--- src/rtl/irq_pkt_wrctrl_if.sv ---
// Bundle of the interrupt-side and FIFO-side signals of the packet write
// controller. The master is the controller; the slave is the environment
// that presents interrupts and the FIFO and receives writes and clears.
interface irq_pkt_wrctrl_if #(
  parameter int NUM_IRQ = 16,
  parameter int ADDR_W  = 4,
  parameter int FLIT_W  = 16
);
  logic [ADDR_W-1:0]  core_address;
  logic [NUM_IRQ-1:0] irq_in;
  logic               fifo_full;
  logic               fifo_wr;
  logic [FLIT_W-1:0]  fifo_data;
  logic [NUM_IRQ-1:0] irq_clear;
  logic               busy;

  modport master (
    input  core_address, irq_in, fifo_full,
    output fifo_wr, fifo_data, irq_clear, busy
  );

  modport slave (
    output core_address, irq_in, fifo_full,
    input  fifo_wr, fifo_data, irq_clear, busy
  );
endinterface

--- src/rtl/irq_pkt_wrctrl.sv ---
// Interrupt-to-packet write controller: picks one pending interrupt line,
// writes a header and a tail flit into the NI FIFO (stalling on full) and
// then pulses a one-hot clear for the chosen line.
//
// state | meaning
// IDLE  | waiting for a pending irq and a non-full FIFO
// HEAD  | header flit presented, written when FIFO not full
// TAIL  | tail flit presented, written when FIFO not full
// CLR   | one-cycle one-hot clear of the selected line
module irq_pkt_wrctrl #(
  parameter int NUM_IRQ   = 16,
  parameter int IRQ_IDX_W = 4,
  parameter int ADDR_W    = 4,
  parameter int FLIT_W    = 16,
  parameter bit RR_MODE   = 1'b0
) (
  input  logic             clk,
  input  logic             rst,
  irq_pkt_wrctrl_if.master bus
);

  localparam logic [1:0] S_IDLE = 2'd0;
  localparam logic [1:0] S_HEAD = 2'd1;
  localparam logic [1:0] S_TAIL = 2'd2;
  localparam logic [1:0] S_CLR  = 2'd3;

  logic [1:0]           state_q, state_d;
  logic [IRQ_IDX_W-1:0] sel_idx_q, sel_idx_d;
  logic [IRQ_IDX_W:0]   pend_cnt_q, pend_cnt_d;
  logic [IRQ_IDX_W-1:0] rr_ptr_q, rr_ptr_d;

  logic [IRQ_IDX_W-1:0] fix_idx, rr_lo, rr_hi, pick_idx;
  logic                 rr_hit;
  logic [IRQ_IDX_W:0]   pop_cnt;
  logic [FLIT_W-1:0]    head_flit, tail_flit;

  // Candidate selection: highest set line for fixed priority; for round-robin
  // the lowest set line at or above rr_ptr, falling back to the lowest set line.
  always_comb begin
    fix_idx = '0;
    rr_lo   = '0;
    rr_hi   = '0;
    rr_hit  = 1'b0;
    pop_cnt = '0;
    for (int i = 0; i < NUM_IRQ; i++) begin
      if (bus.irq_in[i]) begin
        fix_idx = IRQ_IDX_W'(i);
        pop_cnt = pop_cnt + (IRQ_IDX_W+1)'(1);
      end
    end
    for (int i = NUM_IRQ - 1; i >= 0; i--) begin
      if (bus.irq_in[i]) begin
        rr_lo = IRQ_IDX_W'(i);
        if (IRQ_IDX_W'(i) >= rr_ptr_q) begin
          rr_hi  = IRQ_IDX_W'(i);
          rr_hit = 1'b1;
        end
      end
    end
    pick_idx = RR_MODE ? (rr_hit ? rr_hi : rr_lo) : fix_idx;
  end

  // Next-state logic; selection is latched only on the IDLE -> HEAD transition.
  always_comb begin
    state_d    = state_q;
    sel_idx_d  = sel_idx_q;
    pend_cnt_d = pend_cnt_q;
    rr_ptr_d   = rr_ptr_q;
    case (state_q)
      S_IDLE: begin
        if ((bus.irq_in != '0) && !bus.fifo_full) begin
          sel_idx_d  = pick_idx;
          pend_cnt_d = pop_cnt - (IRQ_IDX_W+1)'(1);
          state_d    = S_HEAD;
        end
      end
      S_HEAD: if (!bus.fifo_full) state_d = S_TAIL;
      S_TAIL: if (!bus.fifo_full) state_d = S_CLR;
      default: begin
        if (RR_MODE) begin
          rr_ptr_d = (sel_idx_q == IRQ_IDX_W'(NUM_IRQ - 1)) ? '0
                                                           : sel_idx_q + IRQ_IDX_W'(1);
        end
        state_d = S_IDLE;
      end
    endcase
  end

  // State and latched selection registers with synchronous reset.
  always_ff @(posedge clk) begin
    if (rst) begin
      state_q    <= S_IDLE;
      sel_idx_q  <= '0;
      pend_cnt_q <= '0;
      rr_ptr_q   <= '0;
    end else begin
      state_q    <= state_d;
      sel_idx_q  <= sel_idx_d;
      pend_cnt_q <= pend_cnt_d;
      rr_ptr_q   <= rr_ptr_d;
    end
  end

  // Flit formats; built by field assignment so a zero-width pad is legal.
  always_comb begin
    head_flit                          = '0;
    head_flit[FLIT_W-1 -: 3]           = 3'b001;
    head_flit[ADDR_W+IRQ_IDX_W-1:0]    = {bus.core_address, sel_idx_q};
    tail_flit                          = '0;
    tail_flit[FLIT_W-1 -: 3]           = 3'b110;
    tail_flit[IRQ_IDX_W:0]             = pend_cnt_q;
  end

  // Outputs decoded from state; forced low while reset is asserted because
  // the state register only clears on the following edge.
  always_comb begin
    bus.fifo_wr   = 1'b0;
    bus.fifo_data = '0;
    bus.irq_clear = '0;
    bus.busy      = 1'b0;
    if (!rst) begin
      bus.busy = (state_q != S_IDLE);
      case (state_q)
        S_HEAD: begin
          bus.fifo_wr   = !bus.fifo_full;
          bus.fifo_data = head_flit;
        end
        S_TAIL: begin
          bus.fifo_wr   = !bus.fifo_full;
          bus.fifo_data = tail_flit;
        end
        S_CLR:   bus.irq_clear = NUM_IRQ'(1) << sel_idx_q;
        default: ;
      endcase
    end
  end

endmodule

--- src/flat_wrapper.sv ---
// flat-port wrapper written by rule: the top's interface ports become plain ports
module irq_pkt_wrctrl_flat 
#(
  parameter int NUM_IRQ   = 16,
  parameter int IRQ_IDX_W = 4,
  parameter int ADDR_W    = 4,
  parameter int FLIT_W    = 16,
  parameter bit RR_MODE   = 1'b0
)
  (clk, rst, bus_core_address, bus_irq_in, bus_fifo_full, bus_fifo_wr, bus_fifo_data, bus_irq_clear, bus_busy);
  irq_pkt_wrctrl_if #(.NUM_IRQ(NUM_IRQ), .ADDR_W(ADDR_W), .FLIT_W(FLIT_W)) bus_i ();
  input  logic clk;
  input  logic rst;
  input wire logic [$bits(bus_i.core_address)-1:0] bus_core_address;
  input wire logic [$bits(bus_i.irq_in)-1:0] bus_irq_in;
  input wire logic [$bits(bus_i.fifo_full)-1:0] bus_fifo_full;
  output wire logic [$bits(bus_i.fifo_wr)-1:0] bus_fifo_wr;
  output wire logic [$bits(bus_i.fifo_data)-1:0] bus_fifo_data;
  output wire logic [$bits(bus_i.irq_clear)-1:0] bus_irq_clear;
  output wire logic [$bits(bus_i.busy)-1:0] bus_busy;
  assign bus_i.core_address = bus_core_address;
  assign bus_i.irq_in = bus_irq_in;
  assign bus_i.fifo_full = bus_fifo_full;
  assign bus_fifo_wr = bus_i.fifo_wr;
  assign bus_fifo_data = bus_i.fifo_data;
  assign bus_irq_clear = bus_i.irq_clear;
  assign bus_busy = bus_i.busy;
  irq_pkt_wrctrl #(.NUM_IRQ(NUM_IRQ), .IRQ_IDX_W(IRQ_IDX_W), .ADDR_W(ADDR_W), .FLIT_W(FLIT_W), .RR_MODE(RR_MODE)) u_core (.clk(clk), .rst(rst), .bus(bus_i));
endmodule
--- config.mk ---
export PLATFORM = sky130hd
export DESIGN_NAME = irq_pkt_wrctrl_flat
export DESIGN_NICKNAME = d
export VERILOG_FILES = /design/src/rtl/irq_pkt_wrctrl_if.sv /design/src/rtl/irq_pkt_wrctrl.sv /design/src/flat_wrapper.sv
export SDC_FILE = /design/constraint.sdc
export NUM_CORES = 1
export LEC_CHECK = 0
export ABC_AREA = 1
export BUFFER_PORTS_ARGS = -buffer_cell sky130_fd_sc_hd__buf_4
export CAP_MARGIN = 10
export CORE_AREA = 2 2 79 81
export CTS_CLUSTER_SIZE = 30
export DETAILED_ROUTE_END_ITERATION = 7
export DIE_AREA = 0 0 81 83
export PLACE_DENSITY = 0.79
export SYNTH_ARGS = -nofsm -noshare
export SYNTH_HDL_FRONTEND = slang
export SYNTH_SLANG_ARGS = --single-unit
--- constraint.sdc ---
create_clock -name clk -period 7.05 [get_ports clk]
set_input_delay 0.705 -clock clk [delete_from_list [all_inputs] [get_ports clk]]
set_output_delay 0.705 -clock clk [all_outputs]
set_load 0.03 [all_outputs]
After elaboration in Yosys (flattened, before gate mapping)
Index checks and enable logic that the tools add are counted.
- flip-flop bits (word level): 11
- input port bits: 23
- output and inout bits: 34
- add/sub/neg operators: 16
- equal/unequal tests: 6
- shifts and indexed selects: 1
- mux-type cells: 42
- reduce and logical (&&, ||, !) cells: 8
- operators with widths (cell ; number):
    two-way mux 5 bit ; 15
    adder 5 x 1 -> 5 bit (second input constant) ; 14
    two-way mux 16 bit ; 3
    two-way mux 4 bit ; 8
    case mux 16 bit (2 select lines) ; 1
    nonzero test 16 bit ; 1
    << shifter 1 x 4 -> 16 bit (first input constant) ; 1
    two-way mux 3 bit ; 4
    two-way mux 2 bit ; 5
    case mux 2 bit (3 select lines) ; 1
    two-way mux 1 bit ; 5
    subtractor 5 x 1 -> 5 bit (second input constant) ; 1
    equality test 2 bit (second input constant) ; 2
    != test 2 bit (second input constant) ; 2
    AND reduction 3 bit ; 1
    adder 1 x 1 -> 2 bit (second input constant) ; 1
    equality test 2 x 1 -> 1 bit (second input constant) ; 1
    logical NOT 2 bit ; 1
    != test 2 x 1 -> 1 bit (second input constant) ; 1
    AND reduction 2 bit ; 1
    nonzero test 2 bit ; 1
    OR reduction 2 bit ; 1
    logical AND 1 bit ; 1
    logical NOT 1 bit ; 1

Depth between registers and ports, before layout
- depth in word-level cells: 32
- gate-level depth with buffers: 61
- depth with buffers taken out: 61

Least setup slack after synthesis
Ideal clock, no wire load.
- path kind: input-to-reg
- start: input bus_irq_in[0]
- end: register u_core.pend_cnt_q[4]
- setup time: 125 ps
- arrival: 7362 ps
- setup slack: -437 ps
- cell stages on the path: 61
- cells stage by stage: inv_1 -> ha_1 -> inv_1 -> nand2_4 -> nand2_4 -> inv_2 -> ha_1 -> or2_1 -> nand2_1 -> nand2_1 -> nand2_1 -> nand2_1 -> nand2_1 -> ha_1 -> or2_2 -> nand2_1 -> nand3_1 -> nand2_1 -> [25 not listed] -> or2_2 -> nand2_1 -> xor2_1 -> nand2_1 -> nand2_1 -> inv_1 -> ha_1 -> nand2_1 -> o21ai_1 -> inv_2 -> ha_1 -> inv_1 -> a21oi_2 -> inv_1 -> nor2_1 -> nand2_1 -> nand2_1 -> a21oi_2
- longest elaborated chain between the ends: 32
- elaborated cells on any way between the ends: 35
- those cells by class: add/sub (16); mux (16); reduce/logical (3)
- ends and longest elaborated chain (element ; line ; source):
    start: declaration ; flat_wrapper.sv:15 ; input wire logic [$bits(bus_i.irq_in)-1:0] bus_irq_in;
    two-way mux 1 bit ; irq_pkt_wrctrl.sv:46 ; if (bus.irq_in[i]) begin
    adder 1 x 1 -> 2 bit ; irq_pkt_wrctrl.sv:48 ; pop_cnt = pop_cnt + (IRQ_IDX_W+1)'(1);
    two-way mux 5 bit ; irq_pkt_wrctrl.sv:46 ;
    adder 5 x 1 -> 5 bit ; irq_pkt_wrctrl.sv:48 ;
    two-way mux 5 bit ; irq_pkt_wrctrl.sv:46 ;
    adder 5 x 1 -> 5 bit ; irq_pkt_wrctrl.sv:48 ;
    two-way mux 5 bit ; irq_pkt_wrctrl.sv:46 ;
    adder 5 x 1 -> 5 bit ; irq_pkt_wrctrl.sv:48 ;
    [16 not listed] ; n/a ;
    two-way mux 5 bit ; irq_pkt_wrctrl.sv:46 ;
    adder 5 x 1 -> 5 bit ; irq_pkt_wrctrl.sv:48 ;
    two-way mux 5 bit ; irq_pkt_wrctrl.sv:46 ;
    adder 5 x 1 -> 5 bit ; irq_pkt_wrctrl.sv:48 ;
    two-way mux 5 bit ; irq_pkt_wrctrl.sv:46 ;
    adder 5 x 1 -> 5 bit ; irq_pkt_wrctrl.sv:48 ;
    two-way mux 5 bit ; irq_pkt_wrctrl.sv:46 ;
    subtractor 5 x 1 -> 5 bit ; irq_pkt_wrctrl.sv:73 ; pend_cnt_d = pop_cnt - (IRQ_IDX_W+1)'(1);
    end signal: assignment ; irq_pkt_wrctrl.sv:99 ; pend_cnt_q <= pend_cnt_d;
    end: declaration ; irq_pkt_wrctrl.sv:29 ; logic [IRQ_IDX_W:0] pend_cnt_q, pend_cnt_d;
Parallel ways exist; a longest one is shown, timed or not.
A chain may end at the register's enable or synchronous reset.

Worst setup path in the final report
Same ends and word-level chain as after synthesis.

==> out/results.tsv <==
stage	metric	value	unit
timing	Final Max Slew Viols	0	
global_route	GRT Total Usage	28.4	%
power	maximum VDD drop	0.197	mV
clock_network	CTS tree	done	
setup_path	R2R depth	7	
worst_hold_path	Hold Path Sink	u_core.state_q[1]	
yosys	number of flops mapped to enable cells by yosys	0	
worst_hold_path	hold path depth	2	
power	total power draw	1.00	mW
placement	post-DP HPWL	6290	um
layout	multi-input logic area	3020	um^2
timing	Setup WS post-layout	-0.0930	ns
yosys	Netlist cell types	36	
clock_network	CTS root buf	clkbuf_8	
routing	wire length after detailed routing	13100	um
timing	number of setup violations in the final report	2	
routing	drt first pass iters	7	
setup_path	Worst Setup Start Kind	primary input	
die	Die Wd	81	um
die	IO Count	57	
placement	PortBufs	51	
outcome	failing checks	setup timing	
clock_network	clk slew on worst S/H paths	0.06	ns
global_route	vias in the first global route	3762	
power	PwrDens	213	nW/um^2
layout	Register Area	220	um^2
die	Core Box Area	5820	um^2
yosys	synth warn	0	
setup_path	cell repeated most along the worst path	nand2_1	
placement	routability cong.	0.898	
clock_network	total CTS buffers	3	
die	Rows	28	
clock_network	Clock Sink Count	11	
routing	Avg Vias per Cell	6.08	
setup_path	slowest CP cell	ha_1	
worst_hold_path	HP Start	u_core.state_q[1]	
layout	NumNets Final	716	
routing	Routed wire per std cell	17.6	um
setup_path	CP required	7.16	ns
die	chip height	83	um
setup_path	CP max FO	3	
global_route	antenna violations before repair	0	
layout	Diodes inserted	0	
routing	ANT nets after route	0	
yosys	Mapped Area	2970	um^2
setup_path	Worst setup EP type	flop	
yosys	register area share after synthesis	7.42	%
layout	P&R area growth vs syn	58.7	%
clock_network	CTS hold repair buffers	0	
clock_network	clk_lat worst skew	0.25	ns
global_route	first-pass GRT wire length	15900	um
routing	vias	4526	
layout	Cell Count, Final, Fillers Out	745	
power	Pleak	2.59	nW
yosys	Synth Instances	546	
placement	Post-Place Setup Slack	-0.561	ns
setup_path	Arrival @ worst endpoint	7.25	ns
job	max-cap viol count	0	
yosys	#FFs+latches synth	11	
setup_path	Worst path max stage delay	0.29	ns
setup_path	Reg2Reg Setup Slack	4.87	ns
timing	Final period util	101	%
global_route	total global routing overflow	0	
setup_path	WS Path Type	in2reg	
setup_path	Worst R2R Start	u_core.state_q[0]	
timing	Slew headroom	44.0	%
timing	minimum clock period	7.14	ns
layout	share of layout cells above drive strength 1	46.3	%
timing	Worst Tran Pin Value	0.836	ns
global_route	largest net degree at the start of global routing	15	
clock_network	Max Root-Sink Buffers	2	
placement	Cells after DPL	688	
routing	Starting DRT DRC Count	567	
layout	Fill cells	352	
die	starting density of the core	51.0	%
worst_hold_path	Hold Crit Class	reg2reg	
yosys	syn avg cell area	5.44	um^2
yosys	Main synth FF type	dfxtp_1	
setup_path	R2R Path End	u_core.sel_idx_q[1]	
timing	clk_skew	0.00252	ns
outcome	status	finished, violations left	
layout	utilization after layout	81.0	%
timing	FMAX	140	MHz
timing	unrepaired setup endpoints after global routing	yes	
routing	DRC errors left	0	
yosys	Post-synth ARST share	0	%
timing	Fin. Hold Viols	0	
die	Die ar.	6720	um^2
clock_network	H-Tree Depth	1	
## Yosys cell counts (6+ instances only)
library cell | count | area [um^2]
nand3b_1 | 8 | 60.1
nor2_1 | 38 | 143
nand2_4 | 13 | 146
a21oi_1 | 13 | 65.1
nand3_1 | 78 | 390
inv_2 | 11 | 41.3
nand3_2 | 9 | 90.1
nand2_2 | 12 | 75.1
o21ai_0 | 19 | 95.1
buf_4 | 6 | 45.0
nand2_1 | 183 | 687
dfxtp_1 | 11 | 220
ha_1 | 22 | 275
or2_2 | 6 | 37.5
inv_1 | 74 | 278
## power by group
part / leakage (nW) / switching (mW) / internal (mW)
Sequential: 0.0912 / 0.0210 / 0.0851
Combinational: 2.47 / 0.503 / 0.328
Clock: 0.0255 / 0.0279 / 0.0391
## logic make-up after synthesis
family | count (synthesis) | synth area share [%]
compound gates | 42 | 7.88
xor+xnor | 4 | 1.18
fa+ha+maj | 22 | 9.27
flops | 11 | 7.42
buf+inv | 99 | 13.3
other cells | 1 | 0.126
simple gates | 367 | 60.8
## flip-flops by register name, summed over array words and instances (netlist names)
| signal | flops |
|---|---|
| u_core.pend_cnt_q | 5 |
| u_core.sel_idx_q | 4 |
| u_core.state_q | 2 |
## worst max-delay path: cells and delay by family
kind                       cells  cell delay [ns]
and+or+nand+nor               35             3.64
adders and majority gates      8             1.71
buffers and inverters          8             0.58
AOI/OAI and AO/OA              4             0.48
xor gates and xnor gates       1             0.17
## layout by cell type, fill, tap and decap left out, types with 2 or more instances in the layout
| cell type | count |
|---|---|
| nand2_2 | 53 |
| o21ai_2 | 2 |
| buf_6 | 2 |
| conb_1 | 5 |
| o21ai_1 | 2 |
| ha_1 | 10 |
| or2_4 | 4 |
| inv_1 | 65 |
| nor3_1 | 5 |
| nand4_1 | 3 |
| nor2_1 | 37 |
| dfxtp_1 | 11 |
| nand2_4 | 32 |
| nand3b_1 | 8 |
| o21bai_1 | 2 |
| inv_2 | 15 |
| nand3_2 | 31 |
| xor2_1 | 3 |
| o21ai_0 | 16 |
| a21oi_1 | 13 |
| nand2_1 | 123 |
| ha_4 | 11 |
| nor4_1 | 3 |
| buf_8 | 2 |
| nor2_2 | 2 |
| inv_4 | 4 |
| nand3_4 | 14 |
| clkbuf_8 | 3 |
| a31oi_1 | 2 |
| buf_4 | 125 |
| or2_2 | 2 |
| nand3_1 | 47 |
## layout make-up
class                           instances  area share, %
Tap cell                               75           1.99
Timing Repair Buffer                  129           21.0
Inverter                               86           7.17
Clock buffer                            3          0.876
Clock inverter                          1          0.106
Sequential cell                        11           4.67
Multi-Input combinational cell        440           64.1
## repair_timing
item,in CTS,in global routing
gates resized for setup,29,125
hold endpoints to repair,0,0
buffers inserted,54,7
endpoints found under the setup margin,4,4
pin swaps,48,76
## routing by layer
layer | wire length, um | vias to the layer above | share of wire [%] | GRT usage, %
li1 | - | 1979 | - | -
met1 | 4320 | 2025 | 33 | 30.6
met2 | 6000 | 364 | 46 | 50.2
met3 | 1480 | 158 | 11 | 3.80
met4 | 1320 | 0 | 10 | 18.6
met5 | 0 | - | 0 | 0
## worst max path at each step
stage / startpoint / to / slack, ns / cells after the start
4_1_cts: bus_irq_in[1] / u_core.pend_cnt_q[4] / 0.03 / 62
3_5_place_dp: bus_irq_in[1] / u_core.pend_cnt_q[4] / -0.56 / 62
6_report: bus_irq_in[0] / u_core.pend_cnt_q[4] / -0.09 / 56
2_1_floorplan: bus_irq_in[1] / u_core.pend_cnt_q[4] / 0.004 / 61
5_1_grt: bus_irq_in[0] / u_core.pend_cnt_q[4] / -0.42 / 57
3_3_place_gp: bus_irq_in[0] / u_core.pend_cnt_q[4] / -0.26 / 62
## through the flow
stage	hold slack, ns	setup TNS, ns	area, um^2
global route	0.585	-1.16	4710
global placement	0.526	-0.480	3620
finish	0.551	-0.118	4710
detailed placement	0.542	-1.64	3620
floorplan	0.504	0	3030
CTS	0.556	0	4170
Power figures use the tool's default switching activity.
